### config.mk
export PLATFORM = sky130hd
export DESIGN_NAME = fir_mc_axis
export DESIGN_NICKNAME = d
export VERILOG_FILES = /design/src/rtl/fir_mc_axis.sv
export SDC_FILE = /design/constraint.sdc
export NUM_CORES = 1
export LEC_CHECK = 0
export CAP_MARGIN = 20
export CORE_MARGIN = 5
export CORE_UTILIZATION = 55
export DETAILED_ROUTE_END_ITERATION = 12
export DONT_BUFFER_PORTS = 1
export HOLD_SLACK_MARGIN = 0.03
export PLACE_DENSITY = 0.73
export SYNTH_ARGS = -nofsm -noshare
export SYNTH_HDL_FRONTEND = slang
export SYNTH_SLANG_ARGS = --single-unit
### constraint.sdc
create_clock -name clk -period 15 [get_ports clk]
set_input_delay 0.75 -clock clk [delete_from_list [all_inputs] [get_ports clk]]
set_output_delay 0.75 -clock clk [all_outputs]
set_load 0.005 [all_outputs]
### src/rtl/fir_mc_axis.sv
// Time-multiplexed multi-channel FIR with a serial MAC and AXI-Stream ports.
// One sample is in flight at a time; results are rounded half-up, saturated and tagged with their channel.
module fir_mc_axis #(
  parameter int DATA_W    = 12,
  parameter int DATA_FRAC = 11,
  parameter int COEF_W    = 12,
  parameter int COEF_FRAC = 11,
  parameter int OUT_W     = 16,
  parameter int OUT_FRAC  = 14,
  parameter int TAPS      = 16,
  parameter int CHANNELS  = 2,
  localparam int CH_W     = (CHANNELS > 1) ? $clog2(CHANNELS) : 1,
  localparam int TA_W     = $clog2(TAPS),
  localparam int ACC_W    = DATA_W + COEF_W + TA_W
) (
  input  logic              clk,
  input  logic              rst_n,
  input  logic              s_axis_tvalid,
  output logic              s_axis_tready,
  input  logic [DATA_W-1:0] s_axis_tdata,
  input  logic [CH_W-1:0]   s_axis_tuser,
  output logic              m_axis_tvalid,
  input  logic              m_axis_tready,
  output logic [OUT_W-1:0]  m_axis_tdata,
  output logic [CH_W-1:0]   m_axis_tuser,
  output logic              m_sat,
  input  logic              coef_wr_en,
  input  logic [TA_W-1:0]   coef_wr_addr,
  input  logic [COEF_W-1:0] coef_wr_data,
  output logic              busy,
  output logic              err_chan
);

  localparam int SHIFT = DATA_FRAC + COEF_FRAC - OUT_FRAC;
  localparam int RND_W = ACC_W + 1;
  localparam int R_W   = RND_W - SHIFT;
  localparam logic [TA_W-1:0]        TAPS_M1  = TA_W'(TAPS - 1);
  localparam logic [TA_W-1:0]        TA_ONE   = TA_W'(1);
  localparam logic [TA_W:0]          TAPS_L   = TAPS[TA_W:0];
  localparam logic [CH_W:0]          CH_LIM   = CHANNELS[CH_W:0];
  localparam logic signed [RND_W-1:0] RND_HALF = RND_W'(1) <<< (SHIFT - 1);
  localparam logic signed [R_W-1:0]  R_MAX    = R_W'(2 ** (OUT_W - 1) - 1);
  localparam logic signed [R_W-1:0]  R_MIN    = R_W'(-(2 ** (OUT_W - 1)));

  typedef enum logic [1:0] {
    ST_IDLE  = 2'd0,
    ST_MAC   = 2'd1,
    ST_ROUND = 2'd2,
    ST_OUT   = 2'd3
  } state_t;

  state_t r_state;
  state_t w_state_nxt;

  logic signed [DATA_W-1:0] r_hist [CHANNELS][TAPS];
  logic [TA_W-1:0]          r_wr_ptr [CHANNELS];
  logic signed [COEF_W-1:0] r_coef [TAPS];

  logic [CH_W-1:0]         r_ch;
  logic [TA_W-1:0]         r_p;
  logic [TA_W-1:0]         r_k;
  logic signed [ACC_W-1:0] r_acc;

  logic              r_s_tready;
  logic              r_m_tvalid;
  logic [OUT_W-1:0]  r_m_tdata;
  logic [CH_W-1:0]   r_m_tuser;
  logic              r_m_sat;
  logic              r_busy;
  logic              r_err_chan;

  logic                             w_accept;
  logic                             w_ch_ok;
  logic [TA_W-1:0]                  w_cur_ptr;
  logic [TA_W-1:0]                  w_new_p;
  logic [TA_W:0]                    w_wrap_idx;
  logic [TA_W-1:0]                  w_tap_idx;
  logic signed [DATA_W+COEF_W-1:0]  w_prod;
  logic signed [RND_W-1:0]          w_rnd;
  logic signed [R_W-1:0]            w_r;
  logic [OUT_W-1:0]                 w_out;
  logic                             w_sat;

  assign w_accept   = s_axis_tvalid && r_s_tready && (r_state == ST_IDLE);
  assign w_ch_ok    = ({1'b0, s_axis_tuser} < CH_LIM);
  assign w_cur_ptr  = r_wr_ptr[s_axis_tuser];
  assign w_new_p    = (w_cur_ptr == TAPS_M1) ? {TA_W{1'b0}} : w_cur_ptr + TA_ONE;
  // Newest sample sits at r_p; tap k reaches back k slots, wrapping modulo TAPS.
  assign w_wrap_idx = {1'b0, r_p} + TAPS_L - {1'b0, r_k};
  assign w_tap_idx  = (r_p >= r_k) ? (r_p - r_k) : w_wrap_idx[TA_W-1:0];
  assign w_prod     = r_hist[r_ch][w_tap_idx] * r_coef[r_k];
  assign w_rnd      = {r_acc[ACC_W-1], r_acc} + RND_HALF;
  assign w_r        = R_W'(w_rnd >>> SHIFT);

  // Clamp the rounded accumulator into the output range.
  always_comb begin
    w_sat = 1'b0;
    w_out = w_r[OUT_W-1:0];
    if (w_r > R_MAX) begin
      w_sat = 1'b1;
      w_out = {1'b0, {(OUT_W-1){1'b1}}};
    end else if (w_r < R_MIN) begin
      w_sat = 1'b1;
      w_out = {1'b1, {(OUT_W-1){1'b0}}};
    end else begin
      w_sat = 1'b0;
      w_out = w_r[OUT_W-1:0];
    end
  end

  // Next-state logic.
  always_comb begin
    w_state_nxt = r_state;
    case (r_state)
      ST_IDLE:  if (w_accept && w_ch_ok) w_state_nxt = ST_MAC;   else w_state_nxt = ST_IDLE;
      ST_MAC:   if (r_k == TAPS_M1)      w_state_nxt = ST_ROUND; else w_state_nxt = ST_MAC;
      ST_ROUND: w_state_nxt = ST_OUT;
      ST_OUT:   if (m_axis_tready)       w_state_nxt = ST_IDLE;  else w_state_nxt = ST_OUT;
      default:  w_state_nxt = ST_IDLE;
    endcase
  end

  // State, storage and registered outputs.
  always_ff @(posedge clk) begin
    if (!rst_n) begin
      r_state    <= ST_IDLE;
      r_ch       <= {CH_W{1'b0}};
      r_p        <= {TA_W{1'b0}};
      r_k        <= {TA_W{1'b0}};
      r_acc      <= {ACC_W{1'b0}};
      r_s_tready <= 1'b0;
      r_m_tvalid <= 1'b0;
      r_m_tdata  <= {OUT_W{1'b0}};
      r_m_tuser  <= {CH_W{1'b0}};
      r_m_sat    <= 1'b0;
      r_busy     <= 1'b0;
      r_err_chan <= 1'b0;
      for (int c = 0; c < CHANNELS; c++) begin
        r_wr_ptr[c] <= {TA_W{1'b0}};
        for (int t = 0; t < TAPS; t++) r_hist[c][t] <= {DATA_W{1'b0}};
      end
      for (int t = 0; t < TAPS; t++) r_coef[t] <= {COEF_W{1'b0}};
    end else begin
      r_state    <= w_state_nxt;
      r_s_tready <= (w_state_nxt == ST_IDLE);
      r_busy     <= (w_state_nxt != ST_IDLE);
      r_err_chan <= w_accept && !w_ch_ok;
      // Writes outside IDLE are dropped so an in-flight result always sees one coefficient set.
      if ((r_state == ST_IDLE) && coef_wr_en) r_coef[coef_wr_addr] <= coef_wr_data;
      case (r_state)
        ST_IDLE: begin
          if (w_accept && w_ch_ok) begin
            r_hist[s_axis_tuser][w_new_p] <= s_axis_tdata;
            r_wr_ptr[s_axis_tuser]        <= w_new_p;
            r_ch  <= s_axis_tuser;
            r_p   <= w_new_p;
            r_acc <= {ACC_W{1'b0}};
            r_k   <= {TA_W{1'b0}};
          end
        end
        ST_MAC: begin
          r_acc <= r_acc + ACC_W'(w_prod);
          r_k   <= r_k + TA_ONE;
        end
        ST_ROUND: begin
          r_m_tdata  <= w_out;
          r_m_tuser  <= r_ch;
          r_m_sat    <= w_sat;
          r_m_tvalid <= 1'b1;
        end
        ST_OUT: begin
          if (m_axis_tready) r_m_tvalid <= 1'b0;
        end
        default: r_m_tvalid <= 1'b0;
      endcase
    end
  end

  assign s_axis_tready = r_s_tready;
  assign m_axis_tvalid = r_m_tvalid;
  assign m_axis_tdata  = r_m_tdata;
  assign m_axis_tuser  = r_m_tuser;
  assign m_sat         = r_m_sat;
  assign busy          = r_busy;
  assign err_chan      = r_err_chan;

endmodule

* Word-level counts from Yosys, hierarchy flattened *
Memories as Yosys holds them, arrays and structs flattened. A register that Yosys moved wholly into a read port is not among the register bits.
Cells that the tools add are included.

word-level totals
  flip-flop bits (word level) = 60
  memory bits (writable) = 584
  input bits = 34
  memories = 3

memories
  memory    words  bits a word  read ports  clocked after Yosys merged registers in  write ports  RTL line  RTL
  r_hist    2      192          1           1                                        2            55        logic signed [DATA_W-1:0] r_hist [CHANNELS][TAPS];
  r_coef    16     12           1           1                                        16           57        logic signed [COEF_W-1:0] r_coef [TAPS];
  r_wr_ptr  2      4            1           0                                        2            56        logic [TA_W-1:0] r_wr_ptr [CHANNELS];

operators by class
  add/sub/neg operators = 7
  multipliers = 1
  $lt $le $gt $ge = 6
  equal/unequal tests = 7
  muxes and demuxes = 43
  bitwise operators = 2
  reduce and logical (&&, ||, !) cells = 15

operators with widths
  kind                                                                                count
  192-bit 2-to-1 mux                                                                  3
  192-bit OR reduction                                                                1
  28-bit one-hot mux with 2 select lines                                              1
  12-bit binary-select mux with 4-bit select                                          1
  12-bit demux with 4-bit select                                                      1
  12-bit 2-to-1 mux                                                                   4
  16-bit 2-to-1 mux                                                                   2
  28-bit by 9-bit adder with 29-bit output (second input constant)                    1
  28-bit by 24-bit adder with 28-bit output                                           1
  28-bit 2-to-1 mux                                                                   1
  4-bit 2-to-1 mux                                                                    7
  12-bit by 12-bit multiplier with 24-bit output                                      1
  21-bit by 16-bit greater-than comparator with 1-bit output (second input constant)  1
  21-bit by 16-bit < comparator with 1-bit output (second input constant)             1
  1-bit 2-to-1 mux                                                                    18
  4-bit by 1-bit adder with 4-bit output (second input constant)                      3
  12-bit OR reduction                                                                 1
  5-bit >= comparator (second input constant)                                         2
  4-bit inverter with 5-bit output                                                    2
  4-bit equality test (second input constant)                                         2
  2-bit one-hot mux with 4 select lines                                               1
  4-bit one-hot mux with 2 select lines                                               1
  4-bit subtractor                                                                    2
  2-bit AND reduction                                                                 3
  other kinds (11)                                                                    20

* Longest topological paths before layout *
An unclocked memory read counts as a cell.

  depth in word-level cells = 11
  mapped depth = 31
  depth with buffers taken out = 29

* Least setup slack after synthesis *
Ideal clock, no wire load.

  path kind = reg-to-reg
  start point = reg r_p[0]
  end point = reg r_acc[27]
  library setup time = 0.074 ns
  data arrival time = 7.274 ns
  required time = 14.926 ns
  slack = 7.652 ns
  stages on the path, launching flop included = 30
  path buffers = 4
  cell sequence = dfxtp_1 inv_1 ha_1 buf_6 buf_6 mux4_2 mux4_2 mux2i_1 buf_2 nor2_1 inv_1 fa_1 fa_1 inv_1 fa_1 fa_1 inv_1 fa_1 inv_1 ha_1 ha_1 clkbuf_1 a21oi_1 o21bai_1 or2_2 a211oi_1 or4_1 o211ai_1 or3_1 o21ai_0

between the ends
  longest elaborated chain between the ends = 10
  elaborated cells on any way between the ends = 12
  those cells by class = 4 x add/sub; 1 x mul; 1 x order compare; 5 x mux; 1 x bitwise

RTL lines
  item                                                      RTL line  RTL
  start: declaration                                        60        logic [TA_W-1:0] r_p;
  start signal: assignment                                  128       r_p <= {TA_W{1'b0}};
  start signal: assignment                                  156       r_p <= w_new_p;
  4-bit by 1-bit adder with 4-bit output                    89        assign w_wrap_idx = {1'b0, r_p} + TAPS_L - {1'b0, r_k};
  4-bit subtractor                                          89
  4-bit 2-to-1 mux *                                        90        assign w_tap_idx = (r_p >= r_k) ? (r_p - r_k) : w_wrap_idx[TA_W-1:0];
  4-bit inverter with 5-bit output (implied by the code) *  91        assign w_prod = r_hist[r_ch][w_tap_idx] * r_coef[r_k];
  12-bit binary-select mux with 4-bit select *              91
  12-bit 2-to-1 mux (implied by the code) * (2 in a row)    91
  12-bit by 12-bit multiplier with 24-bit output *          91
  28-bit by 24-bit adder with 28-bit output *               162       r_acc <= r_acc + ACC_W'(w_prod);
  28-bit one-hot mux with 2 select lines *                  150       case (r_state)
  end signal: assignment                                    130       r_acc <= {ACC_W{1'b0}};
  end signal: assignment                                    157       r_acc <= {ACC_W{1'b0}};
  end signal: assignment                                    162
  end: declaration                                          62        logic signed [ACC_W-1:0] r_acc;

Mark *: on every way between the ends. The rest lies on a longest branch, timed or not. The select of a mux whose other input is x is not followed.
A chain may end at the register's enable or synchronous reset.

==> results.yml <==
sta:
  clock_skew_ns: 0.0348
  slew_viol_final: 0
  slew_headroom_pct: 27.9
  rsz0062_at_grt: "no"
  fmax_mhz: 104
  finalSetupTns_ns: 0
  hold_viol: 0
  timing.final.crit_period_ns: 9.63
  period_share_pct: 64.2
  tightest_slew_ns: 1.05
  setup_viol: 0
drt:
  wire_per_inst_um: 25.0
  drc_errors: 0
  vias_per_cell: 6.00
  vias: 20486
  drtPass1Iterations: 5
  drt_iter0_markers: 2240
  ant_nets: 0
  wirelength_mm: 85.2
setup_path:
  worstRegToRegCells: 23
  arrival_ns: 10.17
  cp-end-kind: "register"
  reg2reg_to: "r_acc[27]"
  criticalPathCategory: "reg -> reg"
  critPathSlowestCell: "mux2i_1"
  crit_path_frequent_cell: "fa_1"
  rrSetupSlack_ns: 5.37
  crit_chain: "buf_4, buf_4, mux4_2, mux4_2, mux2i_1, nor2_1, fa_1, inv_1, fa_1, inv_1, fa_1, fa_1, fa_1, ha_1, ha_1, a2111oi_0, o21ai_0, and2_1, a211oi_1, or4_1, o211ai_1, or3_1, o21ai_0"
  cp-start-kind: "register"
  crit_end: "r_acc[27]"
  slowest_delay_ns: 0.85
  worst_ep_required_time_ns: 15.54
  cp_max_fo: 49
clocking:
  cts_resized: 0
  clk_pin_slew_ns: 0.06
  htree_levels: 3
  tritoncts: "built"
  cts-root-buf: "clkbuf_16"
  numCtsBuffers: 69
  cts.sinks: 649
  clk_path_buf_depth: 3
  cts_hold_buf: 0
  clk-insertion-delay-late_ns: 0.63
  cts_setup_buffers: 0
layout:
  layout-drive-gt1-share_pct: 14.8
  nets: 2809
  post-route-util_pct: 59.9
  syn_to_final_growth_pct: 8.46
place:
  dp_hpwl_mm: 57.4
  globalplace.congestion: 0.877
  port_buffers: 0
floorplanning:
  die_x_um: 264
  num_rows: 93
  ios: 56
  dieArea_sq_um: 69700
  die_h_um: 264
  core_sq_um: 64200
  start_util_pct: 55.3
power_and_ir_drop:
  p_leak_nw: 14.7
  ir_worst_vdd_mv: 0.246
  p_per_area_nw_per_um2: 193
global_routing:
  grt_pass1_vias: 21253
  track_usage_pct: 24.7
  grt-ovfl-total: 0
  grt_pass1_wl_mm: 132
  grt_antenna_before_repair: 3
  grt_max_degree: 107
logic_synthesis:
  synth_edf_count: 584
  yosys.area.top_type: "edfxtp_1"
  synth_area_leaders: "edfxtp_1, mux4_2, fa_1, and2_1, dfxtp_1"
  syn_area_per_cell_sq_um: 14.1
  syn_area_sq_um: 35500
  ys_seq_elements: 649
  yosysMostFrequentCell: "edfxtp_1"
  synth-main-ff-cell: "edfxtp_1"
  postSynthCellCount: 2524
  synth_common_cells: "edfxtp_1, and2_1, inv_1"
  synth_top_area_share_pct: 49.4
  synthArstFlopShare_pct: 0
  synthesis.nets: 2823
  ys_seq_area_share_pct: 53.1
  yosysWarningCount: 0
  yosysUniqueCellTypes: 70
worst_hold_path:
  hold_start: "rst_n"
  hp-class: "in -> reg"
outcome:
  status: "finished clean"
job:
  maxCapViolCount: 0
metal layers:
metal | GRT usage, % | wire [um] | up-vias
met2 | 38.7 | 39900 | 1023
li1 | - | - | 8845
met4 | 6.76 | 2310 | 0
met3 | 5.46 | 8440 | 139
met1 | 35.7 | 34500 | 10479
met5 | 0 | 0 | -
registers in the layout, indices dropped and copies added, names as in the netlist, named ones only:
signal,count
r_coef,192
r_wr_ptr,8
r_p,4
m_sat,1
m_axis_tvalid,1
s_axis_tready,1
r_k,4
r_acc,28
r_hist,384
r_state,2
r_ch,1
busy,1
m_axis_tuser,1
m_axis_tdata,16
placed cells by master, fill, tap and decap left out, types with 26 or more instances in the layout:
| master | netlist | layout |
|---|---|---|
| and2_1 | 432 | 432 |
| buf_4 | 11 | 65 |
| clkbuf_16 | 0 | 69 |
| dfxtp_1 | 65 | 62 |
| edfxtp_1 | 584 | 584 |
| fa_1 | 181 | 181 |
| ha_1 | 84 | 83 |
| inv_1 | 207 | 207 |
| mux4_2 | 175 | 175 |
| nand2_1 | 80 | 80 |
| nand2b_1 | 73 | 73 |
| nand3_1 | 26 | 26 |
| nor2_1 | 108 | 108 |
| nor2b_1 | 28 | 28 |
| o21ai_0 | 93 | 64 |
| o21ai_1 | 1 | 30 |
| xnor2_1 | 30 | 29 |
cell families (layout without fill, tap and decap cells):
kind of cell	count (synthesis)	in the layout	synth area share [%]
adders and majority gates	265	265	13.2
muxes	204	204	12.1
AOI/OAI and AO/OA	202	202	3.54
other	1	3	0.0106
and+or+nand+nor	798	798	12.7
xor gates and xnor gates	43	43	1.13
buffers and inverters	362	394	4.28
DFF	649	649	53.1
stage by stage:
stage	setup WS, ns	hold WS, ns	cell area (sq um)	instances	power (mW)
finish	5.37	0.295	38500	3413	7.44
global route	4.81	0.263	38500	3411	8.02
CTS	5.17	0.220	38500	3405	7.43
detailed placement	5.23	0.474	36400	3288	5.79
global placement	5.56	0.462	36300	3285	5.67
floorplan	7.65	0.448	35500	2524	4.97
critical path: cells and delay by family (launching register included):
family,cells,cell delay (ns)
adder cells (fa/ha/maj),7,3.12
flip-flops,1,0.55
multiplexers,3,2.00
AND/OR/NAND/NOR,4,0.92
buffers and inverters,4,1.56
AO/OA/AOI/OAI,5,1.29
cell type report:
cell class,count,area [sq um]
antenna,2,5.00
clock buffer,86,1800
clock inverter,31,294
fill,4799,25700
inverter,208,781
multi-input combinational,1513,15200
sequential,649,18800
tap,855,1070
timing repair buffer,69,527
report_power, final:
| part | leakage (nW) | total (mW) | internal [mW] | switching, mW |
|---|---|---|---|---|
| clock | 1.02 | 1.62 | 0.910 | 0.709 |
| combinational | 7.14 | 3.73 | 1.60 | 2.14 |
| sequential | 6.57 | 2.09 | 2.05 | 0.0405 |
worst min path at each step:
stage                     cells past startpoint              end
after floorplan                               2        r_acc[22]
after global placement                        2         r_acc[4]
after detailed placement                      2         r_acc[6]
after CTS                                     1       r_state[1]
after global routing                          1         r_acc[8]
final                                         2  m_axis_tdata[0]
(Power assumes the default switching activity.)
